<file path="config.mk">
export PLATFORM = sky130hd
export DESIGN_NAME = dot_product_feeder_flat
export DESIGN_NICKNAME = d
export VERILOG_FILES = /design/src/rtl/dot_product_feeder_if.sv /design/src/rtl/dot_product_feeder.sv /design/src/flat_wrapper.sv
export SDC_FILE = /design/constraint.sdc
export NUM_CORES = 1
export LEC_CHECK = 0
export CORE_AREA = 8 8 438 440
export CTS_BUF_LIST = sky130_fd_sc_hd__clkbuf_8 sky130_fd_sc_hd__clkbuf_16
export DETAILED_ROUTE_END_ITERATION = 6
export DIE_AREA = 0 0 446 448
export PLACE_DENSITY = 0.39
export SLEW_MARGIN = 20
export SYNTH_ARGS = -nofsm -noshare
export SYNTH_HDL_FRONTEND = slang
export SYNTH_SLANG_ARGS = --single-unit
</file>
<file path="constraint.sdc">
create_clock -name clk -period 3.5 [get_ports clk]
set_input_delay 0.35 -clock clk [delete_from_list [all_inputs] [get_ports clk]]
set_output_delay 0.35 -clock clk [all_outputs]
set_load 0.1 [all_outputs]
</file>
<file path="src/rtl/dot_product_feeder_if.sv">
// Bus bundle between the feeder, the chunked vector memory and the dot-product unit.
// The master side is the feeder; the slave side is the memory plus dot-product unit.
interface dot_product_feeder_if #(
    parameter int element_width = 32,
    parameter int no_of_units   = 8,
    parameter int addr_width    = 16
);
    logic                                 mem_rd_en;
    logic [addr_width-1:0]                mem_addr;
    logic [element_width*no_of_units-1:0] mem_a_data;
    logic [element_width*no_of_units-1:0] mem_b_data;
    logic [element_width*no_of_units-1:0] first_row_plus_additional;
    logic [element_width*no_of_units-1:0] vector2;
    logic                                 outsider_read_now;
    logic                                 I_am_ready;
    logic                                 finish;
    logic [element_width-1:0]             dot_product_output;

    // Chunk handshake: a chunk pair moves on the cycle where outsider_read_now
    // and I_am_ready are both high; until then the presented pair is held stable.
    modport master (
        output mem_rd_en, mem_addr, first_row_plus_additional, vector2, outsider_read_now,
        input  mem_a_data, mem_b_data, I_am_ready, finish, dot_product_output
    );

    modport slave (
        input  mem_rd_en, mem_addr, first_row_plus_additional, vector2, outsider_read_now,
        output mem_a_data, mem_b_data, I_am_ready, finish, dot_product_output
    );
endinterface

</file>
<file path="src/rtl/dot_product_feeder.sv">
// Streams vectors A and B chunk by chunk from memory into a dot-product unit,
// zero-pads the tail chunk and captures the final result.
module dot_product_feeder #(
    parameter int element_width = 32,
    parameter int no_of_units   = 8,
    parameter int addr_width    = 16
) (
    input  logic                     clk,
    input  logic                     reset,
    input  logic                     start,
    input  logic [31:0]              total,
    dot_product_feeder_if.master     bus,
    output logic [element_width-1:0] result,
    output logic                     result_valid,
    output logic                     busy,
    output logic [2:0]               state_dbg
);
    localparam int          CW    = element_width * no_of_units;
    localparam logic [31:0] UNITS = 32'(no_of_units);

    typedef enum logic [2:0] {
        IDLE      = 3'd0,
        FETCH     = 3'd1,
        WAIT_DATA = 3'd2,
        PRESENT   = 3'd3,
        WAIT_FIN  = 3'd4,
        DONE      = 3'd5
    } state_t;

    state_t                   state_q, state_d;
    logic [31:0]              chunk_cnt_q, chunk_cnt_d;
    logic [31:0]              n_chunks_q, n_chunks_d;
    logic [31:0]              rem_q, rem_d;
    logic                     mem_rd_en_q, mem_rd_en_d;
    logic [addr_width-1:0]    mem_addr_q, mem_addr_d;
    logic [CW-1:0]            a_q, a_d;
    logic [CW-1:0]            b_q, b_d;
    logic                     present_q, present_d;
    logic [element_width-1:0] result_q, result_d;
    logic                     result_valid_q, result_valid_d;
    logic                     accept;
    logic                     xfer;
    logic                     last_chunk;

    assign accept     = (state_q == IDLE) && start;
    assign xfer       = (state_q == PRESENT) && bus.I_am_ready;
    assign last_chunk = (chunk_cnt_q + 32'd1 == n_chunks_q);

    always_ff @(posedge clk) begin
        if (reset) state_q <= IDLE;
        else       state_q <= state_d;
    end

    always_comb begin
        state_d = state_q;
        case (state_q)
            IDLE:      if (start) state_d = (total == 32'd0) ? DONE : FETCH;
            FETCH:     state_d = WAIT_DATA;
            WAIT_DATA: state_d = PRESENT;
            PRESENT:   if (bus.I_am_ready) state_d = last_chunk ? WAIT_FIN : FETCH;
            WAIT_FIN:  if (bus.finish) state_d = DONE;
            DONE:      state_d = IDLE;
            default:   state_d = IDLE;
        endcase
    end

    always_comb begin
        chunk_cnt_d = chunk_cnt_q;
        n_chunks_d  = n_chunks_q;
        rem_d       = rem_q;
        a_d         = a_q;
        b_d         = b_q;
        result_d    = result_q;

        if (accept) begin
            chunk_cnt_d = 32'd0;
            // Split form of ceil() so totals near 2^32 cannot overflow.
            n_chunks_d  = total / UNITS + (((total % UNITS) != 32'd0) ? 32'd1 : 32'd0);
            rem_d       = total % UNITS;
            if (total == 32'd0) result_d = '0;
        end

        if (state_q == WAIT_DATA) begin
            a_d = bus.mem_a_data;
            b_d = bus.mem_b_data;
            if (last_chunk && rem_q != 32'd0) begin
                for (int i = 0; i < no_of_units; i++) begin
                    if (32'(i) >= rem_q) begin
                        a_d[i*element_width +: element_width] = '0;
                        b_d[i*element_width +: element_width] = '0;
                    end
                end
            end
        end

        if (xfer) chunk_cnt_d = chunk_cnt_q + 32'd1;
        if (state_q == WAIT_FIN && bus.finish) result_d = bus.dot_product_output;

        // Registered strobes follow the state being entered so they line up with it.
        mem_rd_en_d    = (state_d == FETCH);
        mem_addr_d     = (state_d == FETCH) ? chunk_cnt_d[addr_width-1:0] : mem_addr_q;
        present_d      = (state_d == PRESENT);
        result_valid_d = (state_q == DONE);
    end

    always_ff @(posedge clk) begin
        if (reset) begin
            chunk_cnt_q    <= '0;
            n_chunks_q     <= '0;
            rem_q          <= '0;
            mem_rd_en_q    <= 1'b0;
            mem_addr_q     <= '0;
            a_q            <= '0;
            b_q            <= '0;
            present_q      <= 1'b0;
            result_q       <= '0;
            result_valid_q <= 1'b0;
        end else begin
            chunk_cnt_q    <= chunk_cnt_d;
            n_chunks_q     <= n_chunks_d;
            rem_q          <= rem_d;
            mem_rd_en_q    <= mem_rd_en_d;
            mem_addr_q     <= mem_addr_d;
            a_q            <= a_d;
            b_q            <= b_d;
            present_q      <= present_d;
            result_q       <= result_d;
            result_valid_q <= result_valid_d;
        end
    end

    assign bus.mem_rd_en                 = mem_rd_en_q;
    assign bus.mem_addr                  = mem_addr_q;
    assign bus.first_row_plus_additional = a_q;
    assign bus.vector2                   = b_q;
    assign bus.outsider_read_now         = present_q;
    assign result                        = result_q;
    assign result_valid                  = result_valid_q;
    assign busy                          = (state_q != IDLE);
    assign state_dbg                     = state_q;
endmodule

</file>
<file path="src/flat_wrapper.sv">
// flat-port wrapper written by rule: the top's interface ports become plain ports
module dot_product_feeder_flat 
#(
    parameter int element_width = 32,
    parameter int no_of_units   = 8,
    parameter int addr_width    = 16
)
  (clk, reset, start, total, result, result_valid, busy, state_dbg, bus_mem_rd_en, bus_mem_addr, bus_first_row_plus_additional, bus_vector2, bus_outsider_read_now, bus_mem_a_data, bus_mem_b_data, bus_I_am_ready, bus_finish, bus_dot_product_output);
  dot_product_feeder_if #(.element_width(element_width), .no_of_units(no_of_units), .addr_width(addr_width)) bus_i ();
  input  logic clk;
  input  logic reset;
  input  logic start;
  input  logic [31:0] total;
  output logic [element_width-1:0] result;
  output logic result_valid;
  output logic busy;
  output logic [2:0] state_dbg;
  output wire logic [$bits(bus_i.mem_rd_en)-1:0] bus_mem_rd_en;
  output wire logic [$bits(bus_i.mem_addr)-1:0] bus_mem_addr;
  output wire logic [$bits(bus_i.first_row_plus_additional)-1:0] bus_first_row_plus_additional;
  output wire logic [$bits(bus_i.vector2)-1:0] bus_vector2;
  output wire logic [$bits(bus_i.outsider_read_now)-1:0] bus_outsider_read_now;
  input wire logic [$bits(bus_i.mem_a_data)-1:0] bus_mem_a_data;
  input wire logic [$bits(bus_i.mem_b_data)-1:0] bus_mem_b_data;
  input wire logic [$bits(bus_i.I_am_ready)-1:0] bus_I_am_ready;
  input wire logic [$bits(bus_i.finish)-1:0] bus_finish;
  input wire logic [$bits(bus_i.dot_product_output)-1:0] bus_dot_product_output;
  assign bus_mem_rd_en = bus_i.mem_rd_en;
  assign bus_mem_addr = bus_i.mem_addr;
  assign bus_first_row_plus_additional = bus_i.first_row_plus_additional;
  assign bus_vector2 = bus_i.vector2;
  assign bus_outsider_read_now = bus_i.outsider_read_now;
  assign bus_i.mem_a_data = bus_mem_a_data;
  assign bus_i.mem_b_data = bus_mem_b_data;
  assign bus_i.I_am_ready = bus_I_am_ready;
  assign bus_i.finish = bus_finish;
  assign bus_i.dot_product_output = bus_dot_product_output;
  dot_product_feeder #(.element_width(element_width), .no_of_units(no_of_units), .addr_width(addr_width)) u_core (.clk(clk), .reset(reset), .start(start), .total(total), .bus(bus_i), .result(result), .result_valid(result_valid), .busy(busy), .state_dbg(state_dbg));
endmodule
</file>
After elaboration in Yosys (flattened, before gate mapping)
Cells that the tools add are included.
{ "totals": {"mem_bits_ro": 0, "n_memories": 0, "latchBits": 0, "output_inout_bits": 567, "ff_bits": 633, "ramBits": 0} }
{ "classes": {"n_lt_le_gt_ge": 8, "div": 0, "eq_ne": 8, "n_bitwise": 0, "shift": 0, "add_sub_neg": 2, "mul": 0, "reduce_logical": 13, "mux": 30} }
{ "ops": {"columns": ["cell", "n"], "rows": [
  ["32-bit 2-to-1 mux", 21],
  ["256-bit 2-to-1 mux", 2],
  ["32-bit nonzero test", 2],
  ["29-bit by 32-bit adder with 32-bit output", 1],
  ["32-bit by 1-bit adder with 32-bit output (second input constant)", 1],
  ["32-bit == test", 1],
  ["32-bit logical NOT", 1],
  ["3-bit 2-to-1 mux", 5],
  ["3-bit case mux with 5 select lines", 1],
  ["3-bit >= comparator (first input constant)", 4],
  ["3-bit by 2-bit == test with 1-bit output (second input constant)", 3],
  ["3-bit by 1-bit == test with 1-bit output (second input constant)", 2],
  ["3-bit == test (second input constant)", 2],
  ["1-bit by 3-bit >= comparator with 1-bit output (first input constant)", 2],
  ["2-bit by 3-bit >= comparator with 1-bit output (first input constant)", 2],
  ["2-bit nonzero test", 3],
  ["1-bit logical AND", 4],
  ["3-bit logical NOT", 1],
  ["3-bit nonzero test", 1],
  ["2-bit AND reduction", 1],
  ["1-bit 2-to-1 mux", 1]
]} }

Depth between registers and ports, before layout
{ "logic_depth": {"ltp_word": 6, "ltp_mapped": 14} }

Worst setup path after synthesis
OpenSTA, ideal clock, no wires.
{ "synth_path": {"path_kind": "register to register", "from": "reg u_core.state_q[0] (netlist: u_core.state_dbg[0])", "to": "reg u_core.mem_addr_q[10] (netlist: u_core.bus.mem_addr[10])", "period_less_slack_ns": 3.723, "arrival_time_ns": 3.601, "stages_incl_launch_ff": 11, "setup_slack_ns": -0.223, "t_required_ns": 3.379, "setup_ns": 0.121, "path_cell_list": "dfxtp_1 -> clkbuf_1 -> or3_1 -> nor2_1 -> nand3_1 -> or4_1 -> clkbuf_1 -> nand2_1 -> nor2_4 -> buf_6 -> mux2_4"} }
{ "synth_via": {"elab_chain_cells": 4, "elab_cells_between_ends": 14, "cone_classes": "eq/ne (5); mux (6); reduce/logical (3)"} }
{ "synth_lines": {"columns": ["element", "line_no", "source"], "rows": [
  ["start: declaration", "dot_product_feeder.sv:30", "state_t state_q, state_d;"],
  ["start signal: assignment", "dot_product_feeder.sv:51", "else state_q <= state_d;"],
  ["branches (longest 4 deep; another with 3-bit case mux with 5 select lines)", null, null],
  ["end signal: assignment", "dot_product_feeder.sv:123", "mem_addr_q <= mem_addr_d;"],
  ["end: declaration", "dot_product_feeder.sv:35", "logic [addr_width-1:0] mem_addr_q, mem_addr_d;"]
]} }
Parallel ways; which one is timed is not known. The select of a mux whose other input is x is not followed.
A chain may end at the register's enable or synchronous reset.

Worst setup path after layout
{ "layout_path": {"from": "reg u_core.chunk_cnt_q[9]", "to": "reg u_core.b_q[142] (netlist: u_core.bus.vector2[142])"} }
{ "layout_via": {"elab_chain_cells": 4} }
{ "layout_lines": {"columns": ["element", "line_no", "source"], "rows": [
  ["start: declaration", "dot_product_feeder.sv:31", "logic [31:0] chunk_cnt_q, chunk_cnt_d;"],
  ["start signal: assignment", "dot_product_feeder.sv:119", "chunk_cnt_q <= chunk_cnt_d;"],
  ["32-bit by 1-bit adder with 32-bit output", "dot_product_feeder.sv:47", "assign last_chunk = (chunk_cnt_q + 32'd1 == n_chunks_q);"],
  ["32-bit == test", "dot_product_feeder.sv:47", null],
  ["1-bit logical AND", "dot_product_feeder.sv:86", "if (last_chunk && rem_q != 32'd0) begin"],
  ["256-bit 2-to-1 mux", "dot_product_feeder.sv:86", null],
  ["end signal: assignment", "dot_product_feeder.sv:114", "b_q <= '0;"],
  ["end signal: assignment", "dot_product_feeder.sv:125", "b_q <= b_d;"],
  ["end: declaration", "dot_product_feeder.sv:37", "logic [CW-1:0] b_q, b_d;"]
]} }
Every way passes these cells.

==> results.yml <==
status:
  outcome: "finished, final reports clean"
die:
  core_area_mm2: 0.185
  rows: 158
  io_pins: 1148
  die_y_um: 448
  die_w_um: 446
  die_area_mm2: 0.200
  start_util: 0.122
logic_synthesis:
  ys_seq_area_frac: 0.561
  synth_most_common_cell: "dfxtp_1"
  synth_commonest_cells: "dfxtp_1, a22o_1, nand2_1, a32o_1, a21oi_1"
  synth_warnings: 0
  netlist_instances: 2126
  synth-adder-area-share: 0.00167
  synth_cell_types: 57
  ys.flop_type: "dfxtp_1"
  synth-simple-area-share: 0.110
  synth_top_family_by_area: "compound AO/OA/AOI/OAI gates"
  postSynthAreaPerCell_um2: 10.6
  syn_area_mm2: 0.0225
  synth.ff_latch_count: 631
  synth_compound_area_frac: 0.246
  synth_xor_xnor_area_share: 0.0261
  synth_top_area_share: 0.561
  synth_area_leaders: "dfxtp_1, a22o_1, a32o_1"
  synthMuxAreaShare: 0.0121
  async_reset_ff_frac: 0
  synth_nets: 2710
  synth_edf_count: 0
  yosysTopAreaCell: "dfxtp_1"
timing:
  fmax_mhz: 291
  worst_pin_slew_ps: 1190
  maxSlewViolCount: 0
  setup_violations: 0
  worst_hold_slack_ps: 70.5
  fin_setup_tns_ps: 0
  period_share: 0.983
  skew_ps: 32.9
  hold_viol_final: 0
  min_period_ps: 3440
  relSlewSlack: 0.206
  rsz0062_at_grt: "yes"
critical_path:
  critical_path_class: "flop to flop"
  cp.required_ps: 4080
  ff2ff_setup_slack_ps: 60
  worstPathArrival_ps: 4020
  crit_path_max_fanout: 63
  crit_path_end_kind: "flop"
  cp-start-kind: "flop"
pwr:
  power_density_mw_per_mm2: 556
  finalPower_mw: 22.3
  peakVddDrop_mv: 0.347
  power.leakage_nw: 14.2
routing:
  wire_per_inst_um: 25.1
  drt-pass1-iter-count: 5
  drt_iter0_markers: 1325
  viasPerCell: 3.80
  drt-total-wl_um: 147000
  post-route-drc-count: 0
  ant_nets: 0
  vias: 22200
global_route:
  grt_pass1_vias: 21800
  grt_usage: 0.135
  grt_max_degree: 104
  antenna_found_initial: 73
  grt-ovfl-total: 0
  grt_pass1_wl_um: 191000
clock_network:
  cts_buffers: 87
  cts_root_buf: "clkbuf_16"
  cts.sinks: 631
  cts_tree: "done"
  clk_latency_ps: 700
  clockBufferDepth: 3
  clkTransAtPathRegs_ps: 60
  h-tree-depth: 3
  holdBufCountCts: 0
layout:
  area_growth_pct: 78.2
  finalNetCount: 3857
  drive_gt1_frac: 0.111
  seq_area_mm2: 0.0126
  utilization: 0.217
  multi_input_area_mm2: 0.00904
  fill_cells: 20100
job:
  cap_violations: 0
placement:
  hpwl_um: 116000
  numPortBuffers: 1147
  routabilityCongestion: 0.841
hold_path:
  min_path_type: "input port to flop"
-- cell usage in the layout, fill, tap and decap left out, types with 5 or more instances in the layout --
| cell | Yosys | routed |
|---|---|---|
| a211oi_1 | 30 | 30 |
| a21oi_1 | 132 | 132 |
| a22o_1 | 253 | 253 |
| a22oi_1 | 6 | 5 |
| a311oi_1 | 10 | 10 |
| a31oi_1 | 5 | 5 |
| a32o_1 | 192 | 192 |
| and3_1 | 16 | 16 |
| buf_12 | 0 | 17 |
| buf_4 | 3 | 157 |
| clkbuf_16 | 0 | 92 |
| clkbuf_8 | 0 | 17 |
| clkdlybuf4s50_1 | 0 | 1069 |
| clkinvlp_4 | 0 | 7 |
| dfxtp_1 | 631 | 626 |
| diode_2 | 0 | 25 |
| inv_1 | 10 | 31 |
| mux2_2 | 6 | 6 |
| mux2_4 | 11 | 11 |
| nand2_1 | 226 | 225 |
| nand2b_1 | 6 | 5 |
| nand3_1 | 64 | 62 |
| nand4_1 | 23 | 23 |
| nor2_1 | 97 | 91 |
| nor2_4 | 1 | 6 |
| nor2b_1 | 19 | 19 |
| nor3_1 | 18 | 16 |
| nor4_1 | 14 | 14 |
| o21ai_0 | 28 | 28 |
| or3_1 | 10 | 8 |
| xnor2_1 | 31 | 31 |
| xor2_1 | 36 | 36 |
-- what timing repair did --
action	CTS	global route
endpoints found under the hold margin	0	0
pin swaps	1	77
endpoints found under the setup margin	72	462
gates cloned	0	7
gates resized for setup	1	24
setup buffers	0	2
-- layout make-up --
cell class                      instances  area share
Clock inverter                         43     0.00961
Antenna cell                           25     0.00156
Tap cell                             2480      0.0773
Clock buffer                          105      0.0607
Multi-Input combinational cell       1290       0.225
Timing Repair Buffer                 1253       0.309
Sequential cell                       631       0.315
Inverter                               10    0.000936
-- final timing paths --
kind,cells past startpoint,startpoint,endpoint
max,12,u_core.chunk_cnt_q[9],u_core.bus.vector2[142]
min,2,reset,u_core.state_dbg[0]
max reg2reg,12,u_core.chunk_cnt_q[9],u_core.bus.vector2[142]
min reg2reg,2,u_core.bus.first_row_plus_additional[23],u_core.bus.first_row_plus_additional[23]
-- critical path, cell delays in order (launching register included) --
cell and delay (ps):
dfxtp_1 410, nand3_1 250, nor4_4 260, buf_4 200, nand3_4 120, mux2_4 320
or4_4 470, nor2_1 130, and3_1 210, buf_12 150, a31oi_4 100, buf_12 210
a22o_1 310
-- power by group --
part	switching (mW)	internal, mW
Combinational	3.94	1.59
Sequential	0.284	7.61
Clock	3.66	5.22
-- through the flow --
| step | area (µm²) | std cells | setup slack [ps] |
|---|---|---|---|
| after detailed placement | 37000 | 5655 | -56.8 |
| after global routing | 40100 | 5820 | -27.7 |
| after global placement | 37000 | 5655 | -94.2 |
| final | 40100 | 5837 | 60.7 |
| after floorplan | 22500 | 2126 | 243 |
| after CTS | 39800 | 5803 | 12.9 |
-- cells by family after synthesis --
kind of cell	count (synthesis)
AOI/OAI and AO/OA	675
adders and majority gates	3
xor gates and xnor gates	67
DFF	631
buffers and inverters	205
muxes	21
and+or+nand+nor	524
-- routing by layer --
metal,up-vias,GRT usage,part of all wire
met4,52,0.0308,0.022
met5,-,0,0.0022
li1,10300,-,-
met3,219,0.0657,0.099
met2,840,0.243,0.51
met1,10700,0.143,0.37
-- flip-flops by register name, summed over array words and instances, names as in the netlist --
register and flops:
u_core.bus.mem_rd_en 1, u_core.n_chunks_q 30, u_core.bus.outsider_read_now 1, u_core.bus.vector2 256
u_core.chunk_cnt_q 32, u_core.bus.first_row_plus_additional 256, u_core.bus.mem_addr 16, u_core.result 32
u_core.result_valid 1, u_core.state_dbg 3, u_core.rem_q 3
Note: power is estimated with default switching activity, not from simulation.
==> edit 1, RTL diff (config.mk and constraints unchanged) <==
Make the reset (`reset`) asynchronous in 2 clocked blocks.
--- a/src/rtl/dot_product_feeder.sv
+++ b/src/rtl/dot_product_feeder.sv
@@ -48,3 +48,3 @@
 
-    always_ff @(posedge clk) begin
+    always_ff @(posedge clk or posedge reset) begin
         if (reset) state_q <= IDLE;
@@ -105,3 +105,3 @@
 
-    always_ff @(posedge clk) begin
+    always_ff @(posedge clk or posedge reset) begin
         if (reset) begin
Function: differs if reset is asserted again (counterexample within 4 cycles, from zero or initial values and one cycle with reset high); with reset held inactive, the same outputs for 4 cycles.
==> edit 1 against the original RTL <==
Wire length grew 4.3%; synthesized cell count grew 4.4%; maximum frequency shrank 0.37%; sequential share of layout area grew 4.8 points; final area grew 8.5%; sequential cell count is the same; utilization grew 1.8 points; worst setup slack lost 0.013 ns; area after synthesis grew 12%; clock skew shrank 0.0057 ns; non-clock buffer count grew 40.
Power is left out: the tool's default activity adds up to more than one toggle a clock period on the data nets, which glitch-free logic cannot reach.
==> edit 1: results (changes against the original RTL) <==
outcome:
  outcome: "completed"
drt:
  drt_iter0_drc: 1370  # +3.4%
  via_count: 23100  # +4.0%
  dr.pass1.iters: 7  # +2
place:
  hpwlAfterDp_um: 120000  # +3.7%
  place_ws_ns: -0.0706  # -0.0138 ns
  place.gp.congestion: 0.818  # -2.7%
  postPlaceCellArea_sq_mm: 0.0404  # +9.1%
  dpl.cell_count: 5808  # +2.7%
global_route:
  grt_antenna_before_repair: 46  # -37%
  use_met2_pct: 25.3  # +1.0 points
  met1_usage_pct: 17.1  # +2.8 points
  use_met3_pct: 5.10  # -1.5 points
  grt_pass1_vias: 23900  # +9.8%
hold_path:
  min_from: "bus_mem_b_data[25]"
yosys:
  yosys-top-cells-count: "631 x dfrtp_1, 485 x nand2_1, 384 x a22o_1"
  async_flop_share_pct: 100  # +100 points
  syn_avg_cell_area_sq_um: 11.3  # +7.1%
  syn_nets: 2804  # +3.5%
setup_path:
  cp_max_fo: 17  # -73%
  cp_data_arrival_time_ns: 4.01  # about the same
  r2r_cells: 14  # +2
  worstReg2RegStart: "u_core.chunk_cnt_q[11]"
finish:
  final_nets: 4012  # +4.0%
timing:
  relSlewSlack_pct: 22.9  # +2.3 points
  fin_skew_ns: 0.0272  # -0.00571 ns
## edit 1: cell types whose count changed in the layout (fill, tap and decap cells not counted), sizes merged, moves of 53 or more
cell,unedited run,this run
a21oi,133,80
nand2,229,485
a22o,253,384
nor2,98,34
dfrtp,0,631
dfxtp,631,0
o21ai,28,103
a32o,192,0
## edit 1: area by class of cell
type,instances,area [sq um]
diodes,10,25.0
clock buffers,104,2410
clock inverters,43,358
fillers,19900,141000
inverters,12,48.8
multi-input cells,1407,8930
flip-flops and latches,631,15800
well taps,2480,3100
repair buffers,1293,12900
## edit 1: cells by family (layout without fill, tap and decap cells)
logic type	after synthesis	in the layout	share of synthesized area, %
flip-flops	631	631	62.7
multiplexers	19	19	0.835
XOR/XNOR	67	67	2.38
buffers and inverters	182	1452	2.91
adder cells (fa/ha/maj)	3	3	0.149
AO/OA/AOI/OAI	628	628	19.0
AND/OR/NAND/NOR	690	690	12.1
other	0	10	0
## edit 1: worst min path at each step
| stage | end |
|---|---|
| final | u_core.bus.vector2[25] |
| after detailed placement | u_core.bus.first_row_plus_additional[24] |
| after global placement | u_core.bus.first_row_plus_additional[21] |
| after global routing | u_core.bus.first_row_plus_additional[12] |
| after CTS | u_core.bus.first_row_plus_additional[3] |
| after floorplan | u_core.bus.first_row_plus_additional[0] |
## edit 1: per-layer routing
layer,up-vias,part of all wire (%)
li1,10400,-
met3,203,7.6
met4,12,2.0
met2,836,51
met5,-,0.060
met1,11600,40
## edit 1: critical path: stages (launching register included)
cell      delay, ns
dfrtp_1        0.41
nand4_1        0.25
buf_6          0.21
buf_4          0.15
nor4_4         0.27
buf_6          0.17
buf_4          0.13
nand3_1        0.07
a21oi_1        0.24
o211ai_1       0.19
nor4_2         0.40
nor2_1         0.10
nand4b_1       0.16
buf_12         0.19
mux2_2         0.35
## edit 1: per-stage QoR
step	hold WS, ns	utilization (%)
final	0.198	23.6
after detailed placement	0.462	21.9
after global routing	0.127	23.6
after floorplan	0.455	-
after CTS	0.0893	23.5
after global placement	0.457	21.9
## edit 1: timing repair
action	in CTS	in global routing
pin swaps	9	7
gates cloned	3	0
resized for setup	16	23
endpoints found under the setup margin	282	401
buffers inserted	7	5
hold buffers	0	0
==> edit 2, RTL diff (same settings) <==
Without the edit above. `addr_width` is set to 16 in 3 places; all go to 17.
--- a/src/rtl/dot_product_feeder_if.sv
+++ b/src/rtl/dot_product_feeder_if.sv
@@ -5,3 +5,3 @@
     parameter int no_of_units   = 8,
-    parameter int addr_width    = 16
+    parameter int addr_width    = 17
 );
--- a/src/rtl/dot_product_feeder.sv
+++ b/src/rtl/dot_product_feeder.sv
@@ -5,3 +5,3 @@
     parameter int no_of_units   = 8,
-    parameter int addr_width    = 16
+    parameter int addr_width    = 17
 ) (
--- a/src/flat_wrapper.sv
+++ b/src/flat_wrapper.sv
@@ -5,3 +5,3 @@
     parameter int no_of_units   = 8,
-    parameter int addr_width    = 16
+    parameter int addr_width    = 17
 )
Ports: changed (resized bus_mem_addr); port bits go from 1148 to 1149. No check against the original RTL was run, so the function may have changed too.
==> edit 2 against the original RTL <==
Power grew 2.4%; worst hold slack gained 0.12 ns; wire length grew 1.5%; non-clock buffer count shrank 4; clock power grew 6.4%; sequential share of layout area grew 0.076 points; sequential cell count grew 1; utilization is essentially flat; area after synthesis shrank 0.78%; final area is essentially flat; worst setup slack gained 0.022 ns; critical path type unchanged; critical endpoint is now u_core.bus.vector2[36]; largest power group unchanged.
==> edit 2: results (changes against the original RTL) <==
outcome:
  outcome: "completed"
setup_path:
  r2r_cells: 11  # -1
  cpPeakStageDelay_ns: 0.62  # +0.15 ns
  r2r_end: "u_core.bus.vector2[36]"
  cp_max_fo: 33  # -48%
  crit_path_end_kind: "flop"
yosys:
  ys_seq_area_share_pct: 56.6  # +0.53 points
  ys_types: 65  # +14%
  synth_top_cells_by_area: "dfxtp_1 57%, a22o_1 16%, nand2_1 3.9%"
  syn_nets: 2834  # +4.6%
  syn_avg_cell_area_sq_um: 9.93  # -6.2%
  synth-main-ff-cell: "dfxtp_1"
finish:
  drive_gt1_share_pct: 11.7  # +0.57 points
timing:
  fin_crit_sh_pct: 97.6  # -0.62 points
place:
  dpl.cell_count: 5784  # +2.3%
  place.gp.congestion: 0.822  # -2.2%
  place_ws_ns: 0.0152  # +0.0719 ns
  io_buffers: 1148  # +0.087%
  postPlaceCellArea_sq_mm: 0.0369  # -0.19%
drt:
  viasPerCell: 3.70  # -2.6%
  wl_per_cell_um: 25.0  # -0.68%
  via_count: 22100  # -0.49%
  dr.pass1.iters: 4  # -1
power:
  vdd_drop_max_uv: 368  # +6.1%
  p_int_mw: 14.9  # +3.1%
  leakage_nw: 14.5  # +2.1%
  clock_power_share_pct: 41.4  # +1.6 points
  pwr-share-seq_pct: 34.5  # -0.9 points
  sw_frac_of_total_pct: 34.9  # -0.46 points
global_route:
  grt_antenna_before_repair: 64  # -12%
  grt_usage_pct: 13.9  # +0.41 points
  grt_max_degree: 107  # +2.9%
  grt_pass1_vias: 22100  # +1.6%
  grt_pass1_wl_um: 195000  # +1.9%
-- edit 2: worst min-delay path by stage --
stage	start	to	slack [ns]	cells after the start
after floorplan	u_core.n_chunks_q[1]	u_core.n_chunks_q[1]	0.45	2
after global placement	u_core.bus.first_row_plus_additional[15]	u_core.bus.first_row_plus_additional[15]	0.44	2
after detailed placement	u_core.bus.first_row_plus_additional[11]	u_core.bus.first_row_plus_additional[11]	0.45	2
after CTS	bus_dot_product_output[6]	u_core.result[6]	0.07	3
after global routing	bus_mem_a_data[29]	u_core.bus.first_row_plus_additional[29]	0.13	3
final	bus_dot_product_output[7]	u_core.result[7]	0.19	3
-- edit 2: cell type report --
cell class	instances	area, sq um
Clock inverter	57	619
Sequential cell	632	12700
Antenna cell	18	45.0
Multi-Input combinational cell	1419	8970
Timing Repair Buffer	1249	12300
Inverter	9	33.8
Tap cell	2480	3100
Fill cell	20300	145000
Clock buffer	102	2380
-- edit 2: worst reg2reg max path, cell delays in order (launching register included) --
cell and delay, ns:
dfxtp_4 0.39, ha_4 0.14, nand4_1 0.15, or4_4 0.62, nor3_4 0.20, mux2i_2 0.12, or4_4 0.44, nor4_4 0.34
buf_12 0.20, a41oi_4 0.18, buf_12 0.21, a22o_1 0.33
-- edit 2: layer usage --
layer  wire length [um]  vias to the layer above  GRT usage [%]
met3              15400                      223           6.70
met1              57200                    10500           15.4
met5                 82                        -              0
met2              71800                      808           23.0
met4               4460                       14           5.55
li1                   -                    10500              -
-- edit 2: kinds of logic (layout without fill, tap and decap cells) --
family,Yosys count,in the layout,synth area share (%)
AO/OA/AOI/OAI,639,639,22.3
XOR/XNOR,59,59,2.31
adder cells (fa/ha/maj),3,3,0.168
buffers and inverters,199,1417,3.80
flip-flops,632,632,56.6
multiplexers,5,5,0.235
other,0,18,0
AND/OR/NAND/NOR,713,713,14.5
